--- src/rtl/flappy_pkg.sv ---
// -----------------------------------------------------------------------------
// flappy_pkg
// Shared types and constants for the Flappy Birds game sequencer.
//   game_state_t : 2-bit game state (IDLE=00, PLAY=01, PAUSED=10, OVER=11)
//   LFSR_SEED    : reset/seed value of the 4-bit gap-row LFSR
//   DEFAULT_ROWS / DEFAULT_GAP : default playfield geometry
//   lfsr_step()  : one step of the x^4+x^3+1 Fibonacci LFSR
//   cnt_width()  : counter width for a modulus, never below 1 bit
// -----------------------------------------------------------------------------
package flappy_pkg;

    typedef enum logic [1:0] {
        IDLE   = 2'b00,
        PLAY   = 2'b01,
        PAUSED = 2'b10,
        OVER   = 2'b11
    } game_state_t;

    localparam logic [3:0] LFSR_SEED    = 4'b1001;
    localparam int unsigned DEFAULT_ROWS = 16;
    localparam int unsigned DEFAULT_GAP  = 4;

    // Shift left, feed back bit3 ^ bit2; the all-zero state is unreachable
    // from any non-zero seed.
    function automatic logic [3:0] lfsr_step(input logic [3:0] q);
        return {q[2:0], q[3] ^ q[2]};
    endfunction

    function automatic int unsigned cnt_width(input int unsigned m);
        return (m > 32'd1) ? $clog2(m) : 32'd1;
    endfunction

endpackage

--- src/rtl/game_tick_scheduler_if.sv ---
// -----------------------------------------------------------------------------
// game_tick_scheduler_if
// Control/enable bundle between the game controller and the tick scheduler.
//   start, flap, collision : controller -> scheduler requests
//   state, pause           : game state and global pause
//   scroll_en, spawn_en    : barrier timing pulses, gap_top with spawn
//   fall_en, flap_en       : bird movement pulses
// Modports: master = controller side, slave = scheduler side.
// -----------------------------------------------------------------------------
interface game_tick_scheduler_if #(
    parameter int unsigned ROWS = 16
);
    logic                    start;
    logic                    flap;
    logic                    collision;
    logic [1:0]              state;
    logic                    pause;
    logic                    scroll_en;
    logic                    spawn_en;
    logic [$clog2(ROWS)-1:0] gap_top;
    logic                    fall_en;
    logic                    flap_en;

    modport master (
        output start, flap, collision,
        input  state, pause, scroll_en, spawn_en, gap_top, fall_en, flap_en
    );

    modport slave (
        input  start, flap, collision,
        output state, pause, scroll_en, spawn_en, gap_top, fall_en, flap_en
    );
endinterface

--- src/rtl/tick_divider.sv ---
// -----------------------------------------------------------------------------
// tick_divider
// Modulo-MOD event counter. Counts adv pulses 0..MOD-1; wrap is high
// combinationally on the adv that takes the count from MOD-1 back to 0.
//   clk, reset : clock, synchronous active-high reset
//   clear      : synchronous restart of the count at 0
//   adv        : advance by one
//   wrap       : adv coincident with the last count
// -----------------------------------------------------------------------------
module tick_divider
    import flappy_pkg::*;
#(
    parameter int unsigned MOD = 2
) (
    input  logic clk,
    input  logic reset,
    input  logic clear,
    input  logic adv,
    output logic wrap
);
    localparam int unsigned W = cnt_width(MOD);
    localparam logic [W-1:0] LAST = W'(MOD - 32'd1);

    logic [W-1:0] cnt_r;

    assign wrap = adv && (cnt_r == LAST);

    // Modulo counter; a modulus of 1 keeps the count at 0 and wraps on every adv.
    always_ff @(posedge clk) begin
        if (reset) begin
            cnt_r <= '0;
        end else if (clear) begin
            cnt_r <= '0;
        end else if (adv) begin
            if (wrap) begin
                cnt_r <= '0;
            end else begin
                cnt_r <= cnt_r + W'(1);
            end
        end else begin
            cnt_r <= cnt_r;
        end
    end
endmodule

--- src/rtl/game_tick_scheduler.sv ---
// -----------------------------------------------------------------------------
// game_tick_scheduler
// Game state machine plus every slow timing enable of the Flappy Birds
// datapath, all derived from one BASE_DIV prescaler.
//   clk, reset : clock, synchronous active-high reset
//   bus.slave  : start/flap/collision in; state, pause, scroll_en,
//                spawn_en, gap_top, fall_en, flap_en out (all registered)
// Optional build macro: SPEEDUP_EN -- after 8 spawns in a game the scroll
// modulus halves (minimum 1) until the next IDLE->PLAY.
// -----------------------------------------------------------------------------
module game_tick_scheduler
    import flappy_pkg::*;
#(
    parameter int unsigned BASE_DIV   = 8192,
    parameter int unsigned SCROLL_DIV = 4,
    parameter int unsigned SPAWN_DIV  = 4,
    parameter int unsigned FALL_DIV   = 2,
    parameter int unsigned ROWS       = DEFAULT_ROWS,
    parameter int unsigned GAP        = DEFAULT_GAP
) (
    input  logic                 clk,
    input  logic                 reset,
    game_tick_scheduler_if.slave bus
);
    localparam int unsigned PRE_W = cnt_width(BASE_DIV);
    localparam logic [PRE_W-1:0] PRE_LAST = PRE_W'(BASE_DIV - 32'd1);
    localparam int unsigned ROW_W = $clog2(ROWS);

    game_state_t      state_r;
    game_state_t      state_next_s;
    logic [PRE_W-1:0] presc_r;
    logic [3:0]       lfsr_r;
    logic             flap_pending_r;
    logic             pause_r;
    logic             scroll_en_r;
    logic             spawn_en_r;
    logic             fall_en_r;
    logic             flap_en_r;
    logic [ROW_W-1:0] gap_top_r;
    logic [ROW_W-1:0] gap_next_s;
    logic [31:0]      lfsr_ext_s;

    logic clear_s;
    logic run_s;
    logic base_tick_s;
    logic scroll_wrap_s;
    logic scroll_slow_wrap_s;
    logic spawn_wrap_s;
    logic fall_wrap_s;

    // Next game state; collision outranks start while playing.
    always_comb begin
        state_next_s = state_r;
        case (state_r)
            IDLE: begin
                if (bus.start) state_next_s = PLAY;
                else           state_next_s = IDLE;
            end
            PLAY: begin
                if (bus.collision)  state_next_s = OVER;
                else if (bus.start) state_next_s = PAUSED;
                else                state_next_s = PLAY;
            end
            PAUSED: begin
                if (bus.start) state_next_s = PLAY;
                else           state_next_s = PAUSED;
            end
            OVER: begin
                if (bus.start) state_next_s = IDLE;
                else           state_next_s = OVER;
            end
            default: state_next_s = IDLE;
        endcase
    end

    // Counters only move on cycles that stay in PLAY, so the cycle that
    // leaves PLAY can neither emit a pulse into a frozen state nor lose one.
    assign clear_s     = (state_r == IDLE) && bus.start;
    assign run_s       = (state_r == PLAY) && (state_next_s == PLAY);
    assign base_tick_s = run_s && (presc_r == PRE_LAST);

    tick_divider #(.MOD(SCROLL_DIV)) u_scroll (
        .clk(clk), .reset(reset), .clear(clear_s),
        .adv(base_tick_s), .wrap(scroll_slow_wrap_s)
    );

`ifdef SPEEDUP_EN
    localparam int unsigned FAST_DIV = (SCROLL_DIV / 32'd2 > 32'd0) ? SCROLL_DIV / 32'd2 : 32'd1;

    logic       scroll_fast_wrap_s;
    logic [3:0] spawn_cnt_r;

    tick_divider #(.MOD(FAST_DIV)) u_scroll_fast (
        .clk(clk), .reset(reset), .clear(clear_s),
        .adv(base_tick_s), .wrap(scroll_fast_wrap_s)
    );

    assign scroll_wrap_s = (spawn_cnt_r >= 4'd8) ? scroll_fast_wrap_s : scroll_slow_wrap_s;

    // Saturating count of spawns in the current game.
    always_ff @(posedge clk) begin
        if (reset) begin
            spawn_cnt_r <= 4'd0;
        end else if (clear_s) begin
            spawn_cnt_r <= 4'd0;
        end else if (spawn_wrap_s && (spawn_cnt_r != 4'd15)) begin
            spawn_cnt_r <= spawn_cnt_r + 4'd1;
        end else begin
            spawn_cnt_r <= spawn_cnt_r;
        end
    end
`else
    assign scroll_wrap_s = scroll_slow_wrap_s;
`endif

    tick_divider #(.MOD(SPAWN_DIV)) u_spawn (
        .clk(clk), .reset(reset), .clear(clear_s),
        .adv(scroll_wrap_s), .wrap(spawn_wrap_s)
    );

    tick_divider #(.MOD(FALL_DIV)) u_fall (
        .clk(clk), .reset(reset), .clear(clear_s),
        .adv(base_tick_s), .wrap(fall_wrap_s)
    );

    // Gap row from the current LFSR value, folded into 1..ROWS-GAP.
    assign lfsr_ext_s = {28'd0, lfsr_r};
    always_comb begin
        if (lfsr_ext_s > (ROWS - GAP)) begin
            gap_next_s = ROW_W'(lfsr_ext_s - GAP);
        end else begin
            gap_next_s = ROW_W'(lfsr_ext_s);
        end
    end

    // Game FSM, prescaler, LFSR, flap arbitration and registered enables.
    always_ff @(posedge clk) begin
        if (reset) begin
            state_r        <= IDLE;
            pause_r        <= 1'b1;
            presc_r        <= '0;
            lfsr_r         <= LFSR_SEED;
            flap_pending_r <= 1'b0;
            scroll_en_r    <= 1'b0;
            spawn_en_r     <= 1'b0;
            fall_en_r      <= 1'b0;
            flap_en_r      <= 1'b0;
            gap_top_r      <= '0;
        end else begin
            state_r     <= state_next_s;
            pause_r     <= (state_next_s != PLAY);
            lfsr_r      <= lfsr_step(lfsr_r);
            scroll_en_r <= scroll_wrap_s;
            spawn_en_r  <= spawn_wrap_s;
            // A pending flap takes the base tick and swallows any fall.
            flap_en_r   <= base_tick_s && flap_pending_r;
            fall_en_r   <= fall_wrap_s && !flap_pending_r;

            if (spawn_wrap_s) begin
                gap_top_r <= gap_next_s;
            end else begin
                gap_top_r <= gap_top_r;
            end

            if (clear_s || base_tick_s) begin
                presc_r <= '0;
            end else if (run_s) begin
                presc_r <= presc_r + PRE_W'(1);
            end else begin
                presc_r <= presc_r;
            end

            // A flap on the consuming tick re-arms for the following tick.
            if (!run_s) begin
                flap_pending_r <= 1'b0;
            end else if (base_tick_s && flap_pending_r) begin
                flap_pending_r <= bus.flap;
            end else begin
                flap_pending_r <= flap_pending_r | bus.flap;
            end
        end
    end

    assign bus.state     = state_r;
    assign bus.pause     = pause_r;
    assign bus.scroll_en = scroll_en_r;
    assign bus.spawn_en  = spawn_en_r;
    assign bus.gap_top   = gap_top_r;
    assign bus.fall_en   = fall_en_r;
    assign bus.flap_en   = flap_en_r;
endmodule

--- src/flat_wrapper.sv ---
// flat-port wrapper written by rule: the top's interface ports become plain ports
module game_tick_scheduler_flat import flappy_pkg::*;
#(
    parameter int unsigned BASE_DIV   = 8192,
    parameter int unsigned SCROLL_DIV = 4,
    parameter int unsigned SPAWN_DIV  = 4,
    parameter int unsigned FALL_DIV   = 2,
    parameter int unsigned ROWS       = DEFAULT_ROWS,
    parameter int unsigned GAP        = DEFAULT_GAP
)
  (clk, reset, bus_start, bus_flap, bus_collision, bus_state, bus_pause, bus_scroll_en, bus_spawn_en, bus_gap_top, bus_fall_en, bus_flap_en);
  game_tick_scheduler_if #(.ROWS(ROWS)) bus_i ();
  input  logic clk;
  input  logic reset;
  input wire logic [$bits(bus_i.start)-1:0] bus_start;
  input wire logic [$bits(bus_i.flap)-1:0] bus_flap;
  input wire logic [$bits(bus_i.collision)-1:0] bus_collision;
  output wire logic [$bits(bus_i.state)-1:0] bus_state;
  output wire logic [$bits(bus_i.pause)-1:0] bus_pause;
  output wire logic [$bits(bus_i.scroll_en)-1:0] bus_scroll_en;
  output wire logic [$bits(bus_i.spawn_en)-1:0] bus_spawn_en;
  output wire logic [$bits(bus_i.gap_top)-1:0] bus_gap_top;
  output wire logic [$bits(bus_i.fall_en)-1:0] bus_fall_en;
  output wire logic [$bits(bus_i.flap_en)-1:0] bus_flap_en;
  assign bus_i.start = bus_start;
  assign bus_i.flap = bus_flap;
  assign bus_i.collision = bus_collision;
  assign bus_state = bus_i.state;
  assign bus_pause = bus_i.pause;
  assign bus_scroll_en = bus_i.scroll_en;
  assign bus_spawn_en = bus_i.spawn_en;
  assign bus_gap_top = bus_i.gap_top;
  assign bus_fall_en = bus_i.fall_en;
  assign bus_flap_en = bus_i.flap_en;
  game_tick_scheduler #(.BASE_DIV(BASE_DIV), .SCROLL_DIV(SCROLL_DIV), .SPAWN_DIV(SPAWN_DIV), .FALL_DIV(FALL_DIV), .ROWS(ROWS), .GAP(GAP)) u_core (.clk(clk), .reset(reset), .bus(bus_i));
endmodule
--- config.mk ---
export PLATFORM = sky130hd
export DESIGN_NAME = game_tick_scheduler_flat
export DESIGN_NICKNAME = d
export VERILOG_FILES = /design/src/rtl/flappy_pkg.sv /design/src/rtl/game_tick_scheduler_if.sv /design/src/rtl/tick_divider.sv /design/src/rtl/game_tick_scheduler.sv /design/src/flat_wrapper.sv
export SDC_FILE = /design/constraint.sdc
export NUM_CORES = 1
export LEC_CHECK = 0
export CAP_MARGIN = 25
export CORE_AREA = 2 2 52 54
export CTS_CLUSTER_SIZE = 30
export DETAILED_ROUTE_END_ITERATION = 8
export DIE_AREA = 0 0 54 56
export GPL_TIMING_DRIVEN = 0
export PLACE_DENSITY = 0.85
export SLEW_MARGIN = 20
export SYNTH_ARGS = -nofsm -noshare
export SYNTH_HDL_FRONTEND = slang
export SYNTH_SLANG_ARGS = --single-unit
--- constraint.sdc ---
create_clock -name clk -period 4.1 [get_ports clk]
set_input_delay 1.025 -clock clk [delete_from_list [all_inputs] [get_ports clk]]
set_output_delay 1.025 -clock clk [all_outputs]
set_load 0.02 [all_outputs]
# Word-level counts from Yosys, hierarchy flattened
# Index checks and enable logic that the tools add are counted.
# Widths: inputs -> output; s select.
[totals]
ff_bits = 34
output_inout_bits = 11
wordCells = 55
[classes]
n_addsub = 5
magnitude_cmp = 1
n_eq_ne = 8
muxes = 11
bitwise_logic = 3
n_reduce_logical = 14
[ops]
columns = ["cell", "count"]
rows = [
  ["$add 13x1->13 const B", 1],
  ["$eq 13x13->1 const B", 1],
  ["$mux 2", 6],
  ["$eq 2x2->1 const B", 4],
  ["$logic_and 1x1->1", 8],
  ["$pmux 2 s4", 1],
  ["$reduce_or 2->1", 3],
  ["$add 2x1->2 const B", 2],
  ["$eq 2x1->1 const B", 2],
  ["$gt 4x4->1 const B", 1],
  ["$mux 4", 1],
  ["$sub 4x3->4 const B", 1],
  ["$mux 1", 3],
  ["$logic_not 2->1", 1],
  ["$ne 2x1->1 const B", 1],
  ["$add 1x1->1 const B", 1],
  ["$logic_not 1->1", 1],
  ["$logic_or 1x1->1", 1],
  ["$not 1->1", 1],
  ["$or 1x1->1", 1],
  ["$xor 1x1->1", 1],
]

# Longest topological paths before layout
[depth]
ltp_word = 9
mapped_depth = 7
ltp_nobuf = 5

# Modules after synthesis
# A second synthesis with hierarchy kept.
[unflattened]
hier_cells = 142
area_unflattened_um2 = 1412.6
[by_module_without_submodules]
columns = ["module", "instances", "cells_per_inst", "area_per_inst_um2", "seq_area_each_um2"]
rows = [
  ["game_tick_scheduler", 1, 120, 1163.6, 580.6],
  ["tick_divider (u_core.u_scroll ...)", 2, 9, 101.3, 40.0],
  ["tick_divider (u_core.u_fall)", 1, 4, 46.3, 20.0],
]

# Worst setup path after synthesis
# No wires, ideal clock.
[synth_path]
kind = "input-to-reg"
from = "input port bus_start"
to = "register u_core.u_spawn.cnt_r[0]"
setup_time_ps = 72
arrival_time_ps = 2729
path_slack_ps = 1300
stages = 5
n_path_buf = 1
path_cell_list = "or4b_4 > or4_1 > buf_2 > or4_1 > a21oi_1"
[synth_between]
elab_chain_cells = 9
[synth_lines]
columns = ["item", "line", "text"]
rows = [
  ["start: declaration", "flat_wrapper.sv:15", "input wire logic [$bits(bus_i.start)-1:0] bus_start;"],
  ["$mux 2", "game_tick_scheduler.sv:61", "else if (bus.start) state_next_s = PAUSED;"],
  ["$mux 2", "game_tick_scheduler.sv:60", "if (bus.collision) state_next_s = OVER;"],
  ["$pmux 2 s4", "game_tick_scheduler.sv:54", "case (state_r)"],
  ["$eq 2x1->1", "game_tick_scheduler.sv:79", "assign run_s = (state_r == PLAY) && (state_next_s == PLAY);"],
  ["$logic_and 1x1->1", "game_tick_scheduler.sv:79", ""],
  ["$logic_and 1x1->1", "game_tick_scheduler.sv:80", "assign base_tick_s = run_s && (presc_r == PRE_LAST);"],
  ["$logic_and 1x1->1 (2 in a row)", "tick_divider.sv:26", "assign wrap = adv && (cnt_r == LAST);"],
  ["$mux 2", "tick_divider.sv:35", "if (wrap) begin"],
  ["end signal: assignment", "tick_divider.sv:38", "cnt_r <= cnt_r + W'(1);"],
  ["end signal: assignment", "tick_divider.sv:41", "cnt_r <= cnt_r;"],
  ["end: declaration", "tick_divider.sv:24", "logic [W-1:0] cnt_r;"],
]
# Several ways; a longest one is shown, not always the timed one.
# A chain may end at the register's enable or synchronous reset.

# Worst setup path after layout
# Same ends and word-level chain as after synthesis.

==> results.md <==
* Startpoint types: primary input
* Synth Warn # at 0
* Commonest non-fill, non-tap cell in the layout: dfxtp_1
* Largest net degree at the start of global routing at 11
* Starting DRT DRC Count at 18
* Post-route setup TNS at 0 ns
* Vias in the first global route at 1134
* Initial antenna violation count at 0
* Register area share after synthesis at around half
* Final hold violation count at 0
* CP endpoint kind: flop
* ANT nets after route at 0
* Post-Synthesis Cells at 152
* Worst hold stages at 1
* VDD IR max at approximately 0.29 mV
* Root Buffer: clkbuf_4
* Yosys reg bits at 34
* Status: completed
* # port buffers at 15
* Max-cap violations at 0
* Clock Sinks at 34
* Most frequent cells in the layout: dfxtp_1 (34), nor2_1 (15), clkdlybuf4s50_1 (15)
* FF-to-FF End: u_core.u_spawn.cnt_r[0]
* Post-CTS Resized at 0
* Vias at approximately 1200
* First-pass GRT wire length at 4910 um
* Proportion of layout cells with a drive suffix above 1 at ~8.6%
* RePlAce Congestion at roughly 0.84
* Inserted Clock Buffers at 5
* Setup Viol. Count Final at 0
* Total I/O pin count at 16
* Cell area after layout at between 1500 and 2000 um^2
* N_diodes at 0
* Post-CTS Hold Buffers at 0
* Leak Pwr at 0.527 nW
* Final WL at 2840 um
* Die height at 56 um
* GRT Util Overall at 22.5%
* Period utilisation layout at about 77%
* Hold WS at 0.443 ns
* Max Root-Sink Buffers at 2
* Initial Util at approximately 57%
* Mapped Nets at roughly 160
* Global route overflow at 0
* Worst path required time at 4.31 ns
* Core area at about 2400 um^2
* Critical path class: in -> reg
* Worst Tran Pin Value at about 0.68 ns
* Worst-Skew Late Latency at 0.35 ns
* H-tree lvl count at 2
* Unrepaired setup endpoints after global routing: false
* Largest fanout on the critical path at 10
* DIE AREA at between 3000 and 4000 um^2
* CTS tree: built
* Wire length per cell at roughly 14 um
* Sink of the worst hold path: u_core.bus.fall_en
* Vias/cell at ~5.7
* Slew Limit Fails at 0
* Die W at 54 um
* Crit path arrival time at 3.38 ns
* Avg Cell Area, Syn at between 9 and 10 um^2
* Slew margin rel. at a little over half
* Nets@finish at roughly 180
* Fin crit period at about 3.2 ns
* Hold Startpoint: u_core.flap_pending_r
* Postcts setup bufs at 0
* Pwr dens at 346 nW/um^2
* Synth cell types at 29
* Class of the worst hold path: reg -> reg
* Cell area after placement at 1580 um^2
* Drc violations at 0
* Non-filler cells, final at between 200 and 250
* Area growth syn-to-layout at 18.3%
* Clock slew at reported path FFs at 0.11 ns
* Drt pass-1 iters at 4
* Worst R2R Start: u_core.bus.state[0]
* Clock skew at around 0.012 ns
* Synthesized area at 1390 um^2
* Placed cell count at approximately 200
* Reg2Reg Depth at 6
* Maximum achievable frequency at between 300 and 400 MHz
* DP HPWL at 2030 um
* Row cnt at 18
* Final Core Density at 67.6%
* R2R Setup Slk at 1.82 ns
stage by stage:
stage | power, W | worst slack, ns
4_1_cts | 0.000575 | 0.835
3_5_place_dp | 0.000382 | 0.541
6_report | 0.000568 | 0.938
3_3_place_gp | 0.000381 | 0.611
2_1_floorplan | 0.000367 | 1.30
5_1_grt | 0.000594 | 0.799
synth_stat cells:
library cell  number  area (um^2)
a211o_1            1         8.76
o21ai_0            9         45.0
or4_1              3         22.5
a21oi_1           10         50.1
xnor2_1           10         87.6
inv_1              2         7.51
ha_1               4         50.1
nand3_1            4         20.0
nand2_1           12         45.0
nand4_1            9         56.3
nand2b_1           3         18.8
a31oi_1            1         6.26
a21o_1             1         7.51
or4b_4             1         13.8
mux2_2             1         11.3
dfxtp_1           34          681
nor4b_1            2         17.5
o21bai_1           2         15.0
buf_2              2         10.0
mux2i_1            1         10.0
or2_2              3         18.8
nor4_1             5         31.3
or3_1              2         12.5
nor2b_1            2         12.5
nor3b_1            1         7.51
xor2_1             3         26.3
nor2_1            15         56.3
clkbuf_1           3         11.3
nor3_1             6         30.0
critical path, cell delays in order:
cell,delay [ns]
clkdlybuf4s50_1,0.52
or4b_4,0.60
or4_1,0.52
buf_2,0.18
clkbuf_1,0.22
o21ai_0,0.22
a21oi_1,0.09
report_power, final:
group | leakage (nW) | switching [W] | internal, W
Combinational | 0.216 | 0.0000176 | 0.0000163
Sequential | 0.276 | 0.00000509 | 0.000336
Clock | 0.0353 | 0.000110 | 0.0000830
Total | 0.527 | 0.000133 | 0.000435
sequential cells by signal, summed over array words and instances (netlist names):
register               count
u_core.bus.fall_en         1
u_core.bus.flap_en         1
u_core.bus.gap_top         4
u_core.bus.pause           1
u_core.bus.scroll_en       1
u_core.bus.spawn_en        1
u_core.bus.state           2
u_core.flap_pending_r      1
u_core.lfsr_r              4
u_core.presc_r            13
u_core.u_fall.cnt_r        1
u_core.u_scroll.cnt_r      2
u_core.u_spawn.cnt_r       2
cell type report:
class	instances	area, um^2
Sequential cell	34	681
Inverter	2	7.51
Tap cell	30	37.5
Clock inverter	1	5.00
Timing Repair Buffer	15	150
Buffer	5	21.3
Multi-Input combinational cell	111	687
Fill cell	204	788
Clock buffer	7	55.1
how the worst max path moves through the flow:
stage	start	end	slack [ns]	depth (start not counted)
after floorplan	bus_start	u_core.u_spawn.cnt_r[0]	1.30	5
final	bus_start	u_core.u_spawn.cnt_r[0]	0.94	7
after global routing	bus_start	u_core.u_spawn.cnt_r[0]	0.80	7
after detailed placement	bus_start	u_core.u_scroll.cnt_r[0]	0.54	5
after CTS	bus_start	u_core.u_scroll.cnt_r[0]	0.84	5
after global placement	bus_start	u_core.u_scroll.cnt_r[0]	0.61	5
cell families (layout without fill, tap and decap cells):
kind of cell	count (synthesis)	in the layout	synth area share, %
buffers and inverters	7	30	2.07
multiplexers	2	2	1.53
AO/OA/AOI/OAI	24	24	9.54
adder cells (fa/ha/maj)	4	4	3.60
XOR/XNOR	13	13	8.19
flip-flops	34	34	49.0
AND/OR/NAND/NOR	68	68	26.1
metal layers:
metal / track usage (%) / share of wire (%)
met5: 0 / 0
met4: 9.29 / 1.8
met3: 8.87 / 5.6
met2: 37.1 / 52
met1: 25.0 / 41
Note: power is estimated with default switching activity, not from simulation.
